==> config.mk <==
export PLATFORM = sky130hd
export DESIGN_NAME = ibex_mem_arbiter
export DESIGN_NICKNAME = d
export VERILOG_FILES = /design/src/rtl/ibex_mem_arb_pkg.sv /design/src/rtl/ibex_mem_arb_fifo.sv /design/src/rtl/ibex_mem_arbiter.sv
export SDC_FILE = /design/constraint.sdc
export NUM_CORES = 1
export LEC_CHECK = 0
export CAP_MARGIN = 40
export CORE_AREA = 4 4 107 109
export DETAILED_ROUTE_END_ITERATION = 6
export DIE_AREA = 0 0 111 113
export GPL_ROUTABILITY_DRIVEN = 1
export GPL_TIMING_DRIVEN = 0
export RECOVER_POWER = 50
export REMOVE_ABC_BUFFERS = 1
export SETUP_SLACK_MARGIN = 0.05
export SLEW_MARGIN = 20
export SYNTH_ARGS = -nofsm -noshare
export SYNTH_HDL_FRONTEND = slang
export SYNTH_SLANG_ARGS = --single-unit
==> constraint.sdc <==
create_clock -name clk_i -period 4.1 [get_ports clk_i]
set_input_delay 0.82 -clock clk_i [delete_from_list [all_inputs] [get_ports clk_i]]
set_output_delay 0.82 -clock clk_i [all_outputs]
set_load 0.005 [all_outputs]
==> src/rtl/ibex_mem_arb_pkg.sv <==
// ibex_mem_arb_pkg
// Shared types and limits for the instruction/data memory arbiter.
//   arb_src_e           : which requester issued a transaction
//   MaxOutstandingLimit : upper bound for the MaxOutstanding parameter
package ibex_mem_arb_pkg;

  typedef enum logic {
    ARB_SRC_INSTR = 1'b0,
    ARB_SRC_DATA  = 1'b1
  } arb_src_e;

  localparam int unsigned MaxOutstandingLimit = 4;

endpackage

==> src/rtl/ibex_mem_arb_fifo.sv <==
// ibex_mem_arb_fifo
// In-order FIFO of source IDs for granted, not yet answered memory transactions.
// Ports:
//   clk_i, rst_ni : clock, asynchronous active-low reset
//   push_i        : store push_src_i (ignored when full)
//   push_src_i    : source ID of the transaction just granted
//   pop_i         : drop the head entry (ignored when empty)
//   head_o        : source ID of the oldest outstanding transaction
//   count_o       : number of stored entries, 0..Depth
//   empty_o/full_o: occupancy flags
module ibex_mem_arb_fifo
  import ibex_mem_arb_pkg::*;
#(
  parameter int unsigned Depth = 2
) (
  input  logic                         clk_i,
  input  logic                         rst_ni,
  input  logic                         push_i,
  input  arb_src_e                     push_src_i,
  input  logic                         pop_i,
  output arb_src_e                     head_o,
  output logic [$clog2(Depth+1)-1:0]   count_o,
  output logic                         empty_o,
  output logic                         full_o
);

  localparam int unsigned CntWidth = $clog2(Depth + 1);
  localparam int unsigned PtrWidth = (Depth > 1) ? $clog2(Depth) : 1;

  arb_src_e              entry_r [Depth];
  logic [PtrWidth-1:0]   wr_ptr_r;
  logic [PtrWidth-1:0]   rd_ptr_r;
  logic [CntWidth-1:0]   count_r;
  logic                  push_ok_s;
  logic                  pop_ok_s;

  // Pointers wrap at Depth, which need not be a power of two.
  function automatic logic [PtrWidth-1:0] next_ptr(input logic [PtrWidth-1:0] ptr);
    if (ptr == PtrWidth'(Depth - 1)) begin
      return {PtrWidth{1'b0}};
    end else begin
      return ptr + PtrWidth'(1);
    end
  endfunction

  assign empty_o   = (count_r == {CntWidth{1'b0}});
  assign full_o    = (count_r == CntWidth'(Depth));
  assign count_o   = count_r;
  assign head_o    = entry_r[rd_ptr_r];
  // Guarding here keeps the count saturated at 0..Depth whatever the caller does.
  assign push_ok_s = push_i & ~full_o;
  assign pop_ok_s  = pop_i & ~empty_o;

  // Storage, pointers and occupancy count.
  always_ff @(posedge clk_i or negedge rst_ni) begin
    if (!rst_ni) begin
      for (int i = 0; i < int'(Depth); i++) begin
        entry_r[i] <= ARB_SRC_INSTR;
      end
      wr_ptr_r <= {PtrWidth{1'b0}};
      rd_ptr_r <= {PtrWidth{1'b0}};
      count_r  <= {CntWidth{1'b0}};
    end else begin
      if (push_ok_s) begin
        entry_r[wr_ptr_r] <= push_src_i;
        wr_ptr_r          <= next_ptr(wr_ptr_r);
      end
      if (pop_ok_s) begin
        rd_ptr_r <= next_ptr(rd_ptr_r);
      end
      case ({push_ok_s, pop_ok_s})
        2'b10:   count_r <= count_r + CntWidth'(1);
        2'b01:   count_r <= count_r - CntWidth'(1);
        default: count_r <= count_r;
      endcase
    end
  end

endmodule

==> src/rtl/ibex_mem_arbiter.sv <==
// ibex_mem_arbiter
// Shares one req/gnt/rvalid memory port between instruction fetch and the LSU.
// Granted transactions are tracked in order so each response returns to its issuer.
// Ports:
//   clk_i, rst_ni    : clock, asynchronous active-low reset
//   instr_*          : fetch requester (read only; sent as we=0, be=all ones)
//   data_*           : LSU requester
//   mem_*            : shared downstream port
//   protocol_err_o   : sticky, a response arrived with nothing outstanding
// Build option: define IBEX_MEM_ARB_RR_EN for round-robin arbitration;
// otherwise DATA has fixed priority over INSTR.
module ibex_mem_arbiter
  import ibex_mem_arb_pkg::*;
#(
  parameter int unsigned MaxOutstanding = 2,
  parameter int unsigned AddrWidth      = 32,
  parameter int unsigned DataWidth      = 32
) (
  input  logic                   clk_i,
  input  logic                   rst_ni,
  input  logic                   instr_req_i,
  output logic                   instr_gnt_o,
  output logic                   instr_rvalid_o,
  input  logic [AddrWidth-1:0]   instr_addr_i,
  output logic [DataWidth-1:0]   instr_rdata_o,
  output logic                   instr_err_o,
  input  logic                   data_req_i,
  output logic                   data_gnt_o,
  output logic                   data_rvalid_o,
  input  logic                   data_we_i,
  input  logic [DataWidth/8-1:0] data_be_i,
  input  logic [AddrWidth-1:0]   data_addr_i,
  input  logic [DataWidth-1:0]   data_wdata_i,
  output logic [DataWidth-1:0]   data_rdata_o,
  output logic                   data_err_o,
  output logic                   mem_req_o,
  input  logic                   mem_gnt_i,
  input  logic                   mem_rvalid_i,
  output logic                   mem_we_o,
  output logic [DataWidth/8-1:0] mem_be_o,
  output logic [AddrWidth-1:0]   mem_addr_o,
  output logic [DataWidth-1:0]   mem_wdata_o,
  input  logic [DataWidth-1:0]   mem_rdata_i,
  input  logic                   mem_err_i,
  output logic                   protocol_err_o
);

  localparam int unsigned BeWidth  = DataWidth / 8;
  localparam int unsigned CntWidth = $clog2(MaxOutstanding + 1);

  arb_src_e              winner_src_s;
  arb_src_e              prio_src_s;
  logic                  winner_req_s;
  logic                  can_issue_s;
  logic                  grant_s;
  logic                  pop_s;
  arb_src_e              fifo_head_s;
  logic [CntWidth-1:0]   fifo_count_s;
  logic                  fifo_empty_s;
  logic                  fifo_full_s;
  logic                  lock_r;
  arb_src_e              lock_src_r;
  logic                  protocol_err_r;

`ifdef IBEX_MEM_ARB_RR_EN
  arb_src_e              rr_ptr_r;

  // Round-robin pointer: after each grant the other requester gets priority.
  always_ff @(posedge clk_i or negedge rst_ni) begin
    if (!rst_ni) begin
      rr_ptr_r <= ARB_SRC_DATA;
    end else if (grant_s) begin
      rr_ptr_r <= (winner_src_s == ARB_SRC_DATA) ? ARB_SRC_INSTR : ARB_SRC_DATA;
    end else begin
      rr_ptr_r <= rr_ptr_r;
    end
  end

  assign prio_src_s = rr_ptr_r;
`else
  assign prio_src_s = ARB_SRC_DATA;
`endif

  // Winner selection; a stalled winner stays locked so mem_* is stable until granted.
  always_comb begin
    winner_src_s = ARB_SRC_DATA;
    if (lock_r) begin
      winner_src_s = lock_src_r;
    end else if (data_req_i && instr_req_i) begin
      winner_src_s = prio_src_s;
    end else if (instr_req_i) begin
      winner_src_s = ARB_SRC_INSTR;
    end else begin
      winner_src_s = ARB_SRC_DATA;
    end
  end

  assign winner_req_s = (winner_src_s == ARB_SRC_DATA) ? data_req_i : instr_req_i;
  // A response popping in this cycle does not free a slot until the next cycle.
  assign can_issue_s  = (fifo_count_s < CntWidth'(MaxOutstanding)) & ~fifo_full_s;
  assign mem_req_o    = winner_req_s & can_issue_s;
  assign grant_s      = mem_req_o & mem_gnt_i;
  assign instr_gnt_o  = grant_s & (winner_src_s == ARB_SRC_INSTR);
  assign data_gnt_o   = grant_s & (winner_src_s == ARB_SRC_DATA);

  // Drive the winner's request fields downstream; idle fields read as zero.
  always_comb begin
    mem_we_o    = 1'b0;
    mem_be_o    = {BeWidth{1'b0}};
    mem_addr_o  = {AddrWidth{1'b0}};
    mem_wdata_o = {DataWidth{1'b0}};
    if (winner_req_s) begin
      case (winner_src_s)
        ARB_SRC_DATA: begin
          mem_we_o    = data_we_i;
          mem_be_o    = data_be_i;
          mem_addr_o  = data_addr_i;
          mem_wdata_o = data_wdata_i;
        end
        ARB_SRC_INSTR: begin
          mem_we_o    = 1'b0;
          mem_be_o    = {BeWidth{1'b1}};
          mem_addr_o  = instr_addr_i;
          mem_wdata_o = {DataWidth{1'b0}};
        end
        default: begin
          mem_we_o    = 1'b0;
          mem_be_o    = {BeWidth{1'b0}};
          mem_addr_o  = {AddrWidth{1'b0}};
          mem_wdata_o = {DataWidth{1'b0}};
        end
      endcase
    end else begin
      mem_we_o = 1'b0;
    end
  end

  // Lock: set when a request is presented but not granted, cleared on grant.
  always_ff @(posedge clk_i or negedge rst_ni) begin
    if (!rst_ni) begin
      lock_r     <= 1'b0;
      lock_src_r <= ARB_SRC_INSTR;
    end else if (grant_s) begin
      lock_r     <= 1'b0;
      lock_src_r <= lock_src_r;
    end else if (mem_req_o) begin
      lock_r     <= 1'b1;
      lock_src_r <= winner_src_s;
    end else begin
      lock_r     <= lock_r;
      lock_src_r <= lock_src_r;
    end
  end

  ibex_mem_arb_fifo #(
    .Depth (MaxOutstanding)
  ) u_fifo (
    .clk_i      (clk_i),
    .rst_ni     (rst_ni),
    .push_i     (grant_s),
    .push_src_i (winner_src_s),
    .pop_i      (pop_s),
    .head_o     (fifo_head_s),
    .count_o    (fifo_count_s),
    .empty_o    (fifo_empty_s),
    .full_o     (fifo_full_s)
  );

  // Responses go only to the head source; the other side sees all zeros.
  assign pop_s          = mem_rvalid_i & ~fifo_empty_s;
  assign instr_rvalid_o = pop_s & (fifo_head_s == ARB_SRC_INSTR);
  assign data_rvalid_o  = pop_s & (fifo_head_s == ARB_SRC_DATA);
  assign instr_rdata_o  = instr_rvalid_o ? mem_rdata_i : {DataWidth{1'b0}};
  assign data_rdata_o   = data_rvalid_o ? mem_rdata_i : {DataWidth{1'b0}};
  assign instr_err_o    = instr_rvalid_o & mem_err_i;
  assign data_err_o     = data_rvalid_o & mem_err_i;

  // Sticky flag for an unsolicited response.
  always_ff @(posedge clk_i or negedge rst_ni) begin
    if (!rst_ni) begin
      protocol_err_r <= 1'b0;
    end else if (mem_rvalid_i && fifo_empty_s) begin
      protocol_err_r <= 1'b1;
    end else begin
      protocol_err_r <= protocol_err_r;
    end
  end

  assign protocol_err_o = protocol_err_r;

endmodule
# Word-level counts from Yosys, hierarchy flattened
# Index checks and enable logic that the tools add are counted.
# Widths: inputs -> output; s select.
# word_totals
register_bits	9
in_bits	140
output_inout_bits	141
elab_cells	70
# op_classes
add_sub_neg	4
order_cmp	4
n_eq_ne	3
muxes	25
n_bitwise	19
reduce_logical	7
# op_table
cell	n
$mux 32	4
$pmux 32 s2	2
$mux 1	13
$and 1x1->1	12
$pmux 4 s2	1
$not 1->1	5
$eq 2x2->1 const B	2
$ge 2x2->1 const B	2
$mux 4	1
$not 1->2	2
$pmux 2 s2	1
$reduce_bool 2->1	2
$logic_and 1x1->1	3
$add 1x1->1 const B	2
$add 2x1->2 const B	1
$bwmux 2	1
$eq 2x1->1 const B	1
$logic_not 2->1	1
$lt 2x1->1 const B	1
$lt 2x2->1 const B	1
$pmux 1 s2	1
$reduce_and 2->1	1
$sub 2x1->2 const B	1
$demux 1 s1	1

# Depth between registers and ports, before layout
# depth
depth_word	9
depth_mapped	8
depth_no_buf	7

# Hierarchy
# From an unflattened synthesis, not the netlist that was laid out.
# hier_totals
hier_cells	297
area_unflattened_um2	2042.0
# modules_own_cells
module	n_inst	cells_per_inst	area_per_inst_um2	seq_area_each_um2
ibex_mem_arbiter	1	274	1759.2	75.1
ibex_mem_arb_fifo	1	23	282.8	150.1

# Least setup slack after synthesis
# No wires, ideal clock.
# synth_path
path_type	input to output
startpoint	input data_req_i
endpoint	output mem_be_o[0]
arrival_time_ns	1.684
required_ns	3.280
setup_slack_ns	1.596
path_stages	6
n_path_buf	3
path_cell_list	buf_6 > nor2_1 > a21o_1 > buf_4 > buf_6 > nor2_1
# synth_via
elab_chain_cells	6
word_cells_on_any_way	7
cone_classes	mux (5); bitwise (1); reduce/logical (1)
# synth_lines
element	line	rtl
start: declaration	ibex_mem_arbiter.sv:27	input logic data_req_i,
$logic_and 1x1->1	ibex_mem_arbiter.sv:89	end else if (data_req_i && instr_req_i) begin
$mux 1	ibex_mem_arbiter.sv:89	
$mux 1	ibex_mem_arbiter.sv:87	if (lock_r) begin
$not 1->1	ibex_mem_arbiter.sv:113	case (winner_src_s)
$pmux 4 s2	ibex_mem_arbiter.sv:113	
$mux 4 (*)	ibex_mem_arbiter.sv:112	if (winner_req_s) begin
end: declaration	ibex_mem_arbiter.sv:40	output logic [DataWidth/8-1:0] mem_be_o,
# Every way passes the cells marked *; elsewhere a longest branch is shown, timed or not.

# Final worst setup path
# layout_path
startpoint	input instr_req_i
endpoint	output mem_be_o[2]
# layout_via
elab_chain_cells	6
word_cells_on_any_way	8
cone_classes	mux (6); bitwise (1); reduce/logical (1)
# layout_lines
element	line	rtl
start: declaration	ibex_mem_arbiter.sv:21	input logic instr_req_i,
$mux 1 / $logic_and 1x1->1 (equally long branches)	ibex_mem_arbiter.sv:91, ibex_mem_arbiter.sv:89	
$mux 1	ibex_mem_arbiter.sv:89	
$mux 1	ibex_mem_arbiter.sv:87	
$not 1->1	ibex_mem_arbiter.sv:113	
$pmux 4 s2	ibex_mem_arbiter.sv:113	
$mux 4 (*)	ibex_mem_arbiter.sv:112	
# Marked as above.

==> flow_summary.rst <==
.. list-table::
   :header-rows: 1

   * - Metric
     - Value
   * - Hold path start
     - protocol_err_o$_DFFE_PN0P_
   * - Residual overflow from global routing
     - 0
   * - Floorplan die area
     - between 10,000 and 15,000 sq um
   * - Worst-skew pair later-pin latency
     - 0.23 ns
   * - Post-synth top area cell
     - sky130_fd_sc_hd__and2_1
   * - Critical path origin
     - instr_req_i
   * - Max Freq
     - ~0.26 GHz
   * - Global-route met3 utilization
     - 0.0433
   * - Busiest layer in global routing
     - met2
   * - First-pass GRT wire length
     - 17,100 microns
   * - Power, Total
     - 2070 uW
   * - Flop pwr share
     - 0.092
   * - HPWL Detailed
     - a little over 9000 microns
   * - Worst-path fanout max
     - 19
   * - Count of vias placed by the detailed router
     - 3,013
   * - Total iterations of the first detailed-routing run
     - 4
   * - Worst vdd rail ir drop
     - about 0.18 mV
   * - Pre-CTS setup slack
     - -0.162 ns
   * - Switching portion of total power
     - 0.401
   * - Post-synthesis to final-layout area growth
     - 159%
   * - Arrival time worst endpoint
     - 3.08 ns
   * - Maximum number of pins on one net before global-route repair
     - 42
   * - Max incr delay on CP
     - 0.71 ns
   * - Worst hold slack
     - 0.462 ns
   * - Internal Dissipation
     - 1240 uW
   * - Worst setup slack after layout
     - between 0.2 and 0.25 ns
   * - Vias in the first global route
     - ~3,000
   * - Distinct cell type count after synthesis
     - 33
   * - DR WL/cell
     - 16.3 microns
   * - Startpoint class of the critical path
     - primary input
   * - Met2 routing resource usage after global routing
     - 0.306
   * - Final non-filler cell area
     - roughly 4900 sq um
   * - Outcome
     - finished, final reports clean
   * - Met1 track utilization from global routing
     - 0.200
   * - TritonCTS clock tree
     - built
   * - Number of design rule violations left after detail routing
     - 0
   * - Maximum level of the CTS H-tree
     - 1
   * - Core area
     - 10,600 sq um
   * - Clk root buf
     - sky130_fd_sc_hd__clkbuf_8
   * - Combinational share of power
     - 0.859
   * - Yosys warns
     - 0
   * - Highest-delay cell along the critical path
     - sky130_fd_sc_hd__dlygate4sd3_1
   * - Mapped Area
     - between 1500 and 2000 sq um
   * - Routed vias/inst
     - 4.39
   * - Number of buffers added on ports
     - 280
   * - Placed standard-cell area
     - roughly 4800 sq um
   * - RSZ-0062 raised after global routing
     - false
   * - Violation count after the first detailed-routing iteration
     - 242
   * - Effective utilization at floorplan
     - 0.177
   * - Final RePlAce weighted congestion
     - 0.828
   * - Rows
     - 38
   * - CP Capture Type
     - output pin
   * - Ports
     - 281
   * - Buffers & Inverters on Critical Path
     - 3
   * - Fraction of final layout cells sized beyond drive strength 1
     - 0.0311
   * - GRT Total Usage
     - 0.165
   * - Hold crit path type
     - reg2reg
   * - Final WL
     - 11,200 microns
   * - Beginning of the worst register-to-register path
     - u_fifo.count_o[1]$_DFFE_PN0P_
   * - ANT nets after route
     - 0
   * - Sw power
     - 828 uW
   * - Net total in the final layout
     - 689
   * - Buffer depth of the longest clock path
     - 2
   * - Final count of pins violating max slew
     - 0
   * - Leakage Power
     - slightly above 0.002 uW
   * - Period utilization
     - 0.951
   * - Required time of the worst setup path
     - roughly 3.3 ns
   * - Fraction of synthesized cell area taken by the top area cell type
     - 0.220
   * - # diodes
     - 0
   * - Antenna violations before repair
     - 1
   * - Category of the critical setup timing path
     - in2out
   * - Hold-fix buffers at CTS
     - 0
   * - Post-route minimum period
     - roughly 3.9 ns
   * - Overall die height
     - 113 microns
   * - Horizontal die dimension
     - ~110 microns
   * - Sequential share of the synthesized area
     - 0.120
   * - Hold Fails Final Rpt
     - 0
   * - Crit-path cells
     - dlygate4sd3_1 > or3b_4 > buf_8 > nand2_1 > a22o_1 > clkdlybuf4s50_1
   * - Maximum Capacitance Violations
     - 0
   * - Clock edge transition at the registers on the reported setup and hold paths
     - 0.05 ns
   * - Top Family by Delay on Critical Path
     - buffers and inverters
   * - Total clock buffers created by CTS
     - 3
   * - Top post-synthesis cells by area
     - sky130_fd_sc_hd__and2_1, sky130_fd_sc_hd__dfrtp_1, sky130_fd_sc_hd__and3_1
   * - Synth Instances
     - 289
   * - Relative slew slack
     - 0.215
   * - Mean cell area of the mapped netlist
     - 6.49 sq um
   * - Worst slew pin tran
     - 1.18 ns
   * - Number of storage elements in the synthesis netlist
     - 9
   * - Share of total power in the clock network
     - 0.049
   * - Clock sink total
     - 9
   * - Fin util
     - 0.458
   * - Number of setup violations in the final report
     - 0
   * - Power density over the cells
     - 426 nW/um^2
   * - Worst clock skew
     - 0.00414 ns
[registers in the layout, summed over array words and instances (netlist names)]
signal / flops
u_fifo.wr_ptr_r: 1
u_fifo.count_o: 2
protocol_err_o: 1
u_fifo.rd_ptr_r: 1
lock_r: 1
u_fifo.entry_r: 2
lock_src_r: 1
[through the flow]
| step | TNS, ns | std cells |
|---|---|---|
| after global placement | -50.53 | 675 |
| after detailed placement | -2.66 | 681 |
| after floorplan | 0 | 255 |
| after CTS | 0 | 687 |
| final | 0 | 687 |
| after global routing | 0 | 687 |
[cell type report]
| class | instances | area (sq um) |
|---|---|---|
| fillers | 1070 | 5750 |
| repair buffers | 288 | 2940 |
| multi-input cells | 241 | 1440 |
| flip-flops and latches | 9 | 225 |
| well taps | 140 | 175 |
| clock buffers | 4 | 45.0 |
| inverters | 5 | 18.8 |
[worst paths after layout]
kind,to,slack (ns),cells after the start
worst max-delay path,mem_be_o[2],0.20,6
worst min-delay path,protocol_err_o$_DFFE_PN0P_,0.46,1
worst max register to register,u_fifo.count_o[1]$_DFFE_PN0P_,2.18,6
worst min register to register,protocol_err_o$_DFFE_PN0P_,0.46,1
max in group asynchronous,u_fifo.entry_r[0]$_DFFE_PN0P_,2.83,1
min in group asynchronous,protocol_err_o$_DFFE_PN0P_,0.96,1
[per-layer routing]
metal | part of all wire | wire [microns]
met1 | 0.40 | 4510
met2 | 0.52 | 5860
met3 | 0.066 | 738
met4 | 0.0055 | 61
met5 | 0.0012 | 13
[cell families after synthesis]
logic type      after synthesis  share of synthesized area
xor+xnor                      5                     0.0234
flops                         9                      0.120
fa+ha+maj                     1                    0.00667
compound gates               77                      0.232
mux                           4                     0.0240
buf+inv                      39                      0.109
simple gates                154                      0.484
[synthesized netlist by cell type]
library cell / count
sky130_fd_sc_hd__nand4b_1: 1
sky130_fd_sc_hd__nand3_1: 32
sky130_fd_sc_hd__nor3b_4: 1
sky130_fd_sc_hd__buf_6: 4
sky130_fd_sc_hd__and3_1: 33
sky130_fd_sc_hd__a21oi_1: 33
sky130_fd_sc_hd__buf_4: 4
sky130_fd_sc_hd__nand2b_1: 2
sky130_fd_sc_hd__inv_1: 5
sky130_fd_sc_hd__a21o_1: 2
sky130_fd_sc_hd__and2_1: 66
sky130_fd_sc_hd__a211oi_1: 2
sky130_fd_sc_hd__dfrtp_1: 9
sky130_fd_sc_hd__nor2b_1: 2
sky130_fd_sc_hd__mux2i_2: 1
sky130_fd_sc_hd__mux2i_1: 2
sky130_fd_sc_hd__or3b_1: 1
sky130_fd_sc_hd__a22o_1: 3
sky130_fd_sc_hd__xor2_1: 1
sky130_fd_sc_hd__a2111oi_4: 1
sky130_fd_sc_hd__buf_1: 1
sky130_fd_sc_hd__nor2_1: 9
sky130_fd_sc_hd__o21ai_1: 2
sky130_fd_sc_hd__clkbuf_1: 14
sky130_fd_sc_hd__xnor2_1: 4
sky130_fd_sc_hd__o31a_1: 1
sky130_fd_sc_hd__nand2_1: 2
sky130_fd_sc_hd__nor3_1: 5
sky130_fd_sc_hd__o31ai_1: 1
sky130_fd_sc_hd__ha_1: 1
sky130_fd_sc_hd__mux2_1: 1
sky130_fd_sc_hd__buf_2: 11
sky130_fd_sc_hd__o21ai_0: 32
[placed cells by master (no fill, tap or decap), drive strengths merged, types with 8 or more instances in the layout]
cell type,Yosys,final
nand3,32,32
a21oi,33,33
and2,66,66
dlygate4sd3,0,45
nor2,9,9
dfrtp,9,9
o21ai,34,34
and3,33,33
buf,20,8
clkdlybuf4s50,0,234
[power by group through the flow]
stage                     registers, uW  logic, uW  clock network (uW)
final                               190       1780                 102
after global routing                197       1910                 113
after CTS                           197       1840                 105
after detailed placement            196       1820                   0
after global placement              190       1740                   0
after floorplan                     180        689                   0
[timing repair]
item / 4_1_cts / 5_1_grt
gates resized for setup: 2 / 1
setup buffers: 2 / 0
pin swaps: 1 / 0
endpoints found under the setup margin: 39 / 8
Power figures use the tool's default switching activity.
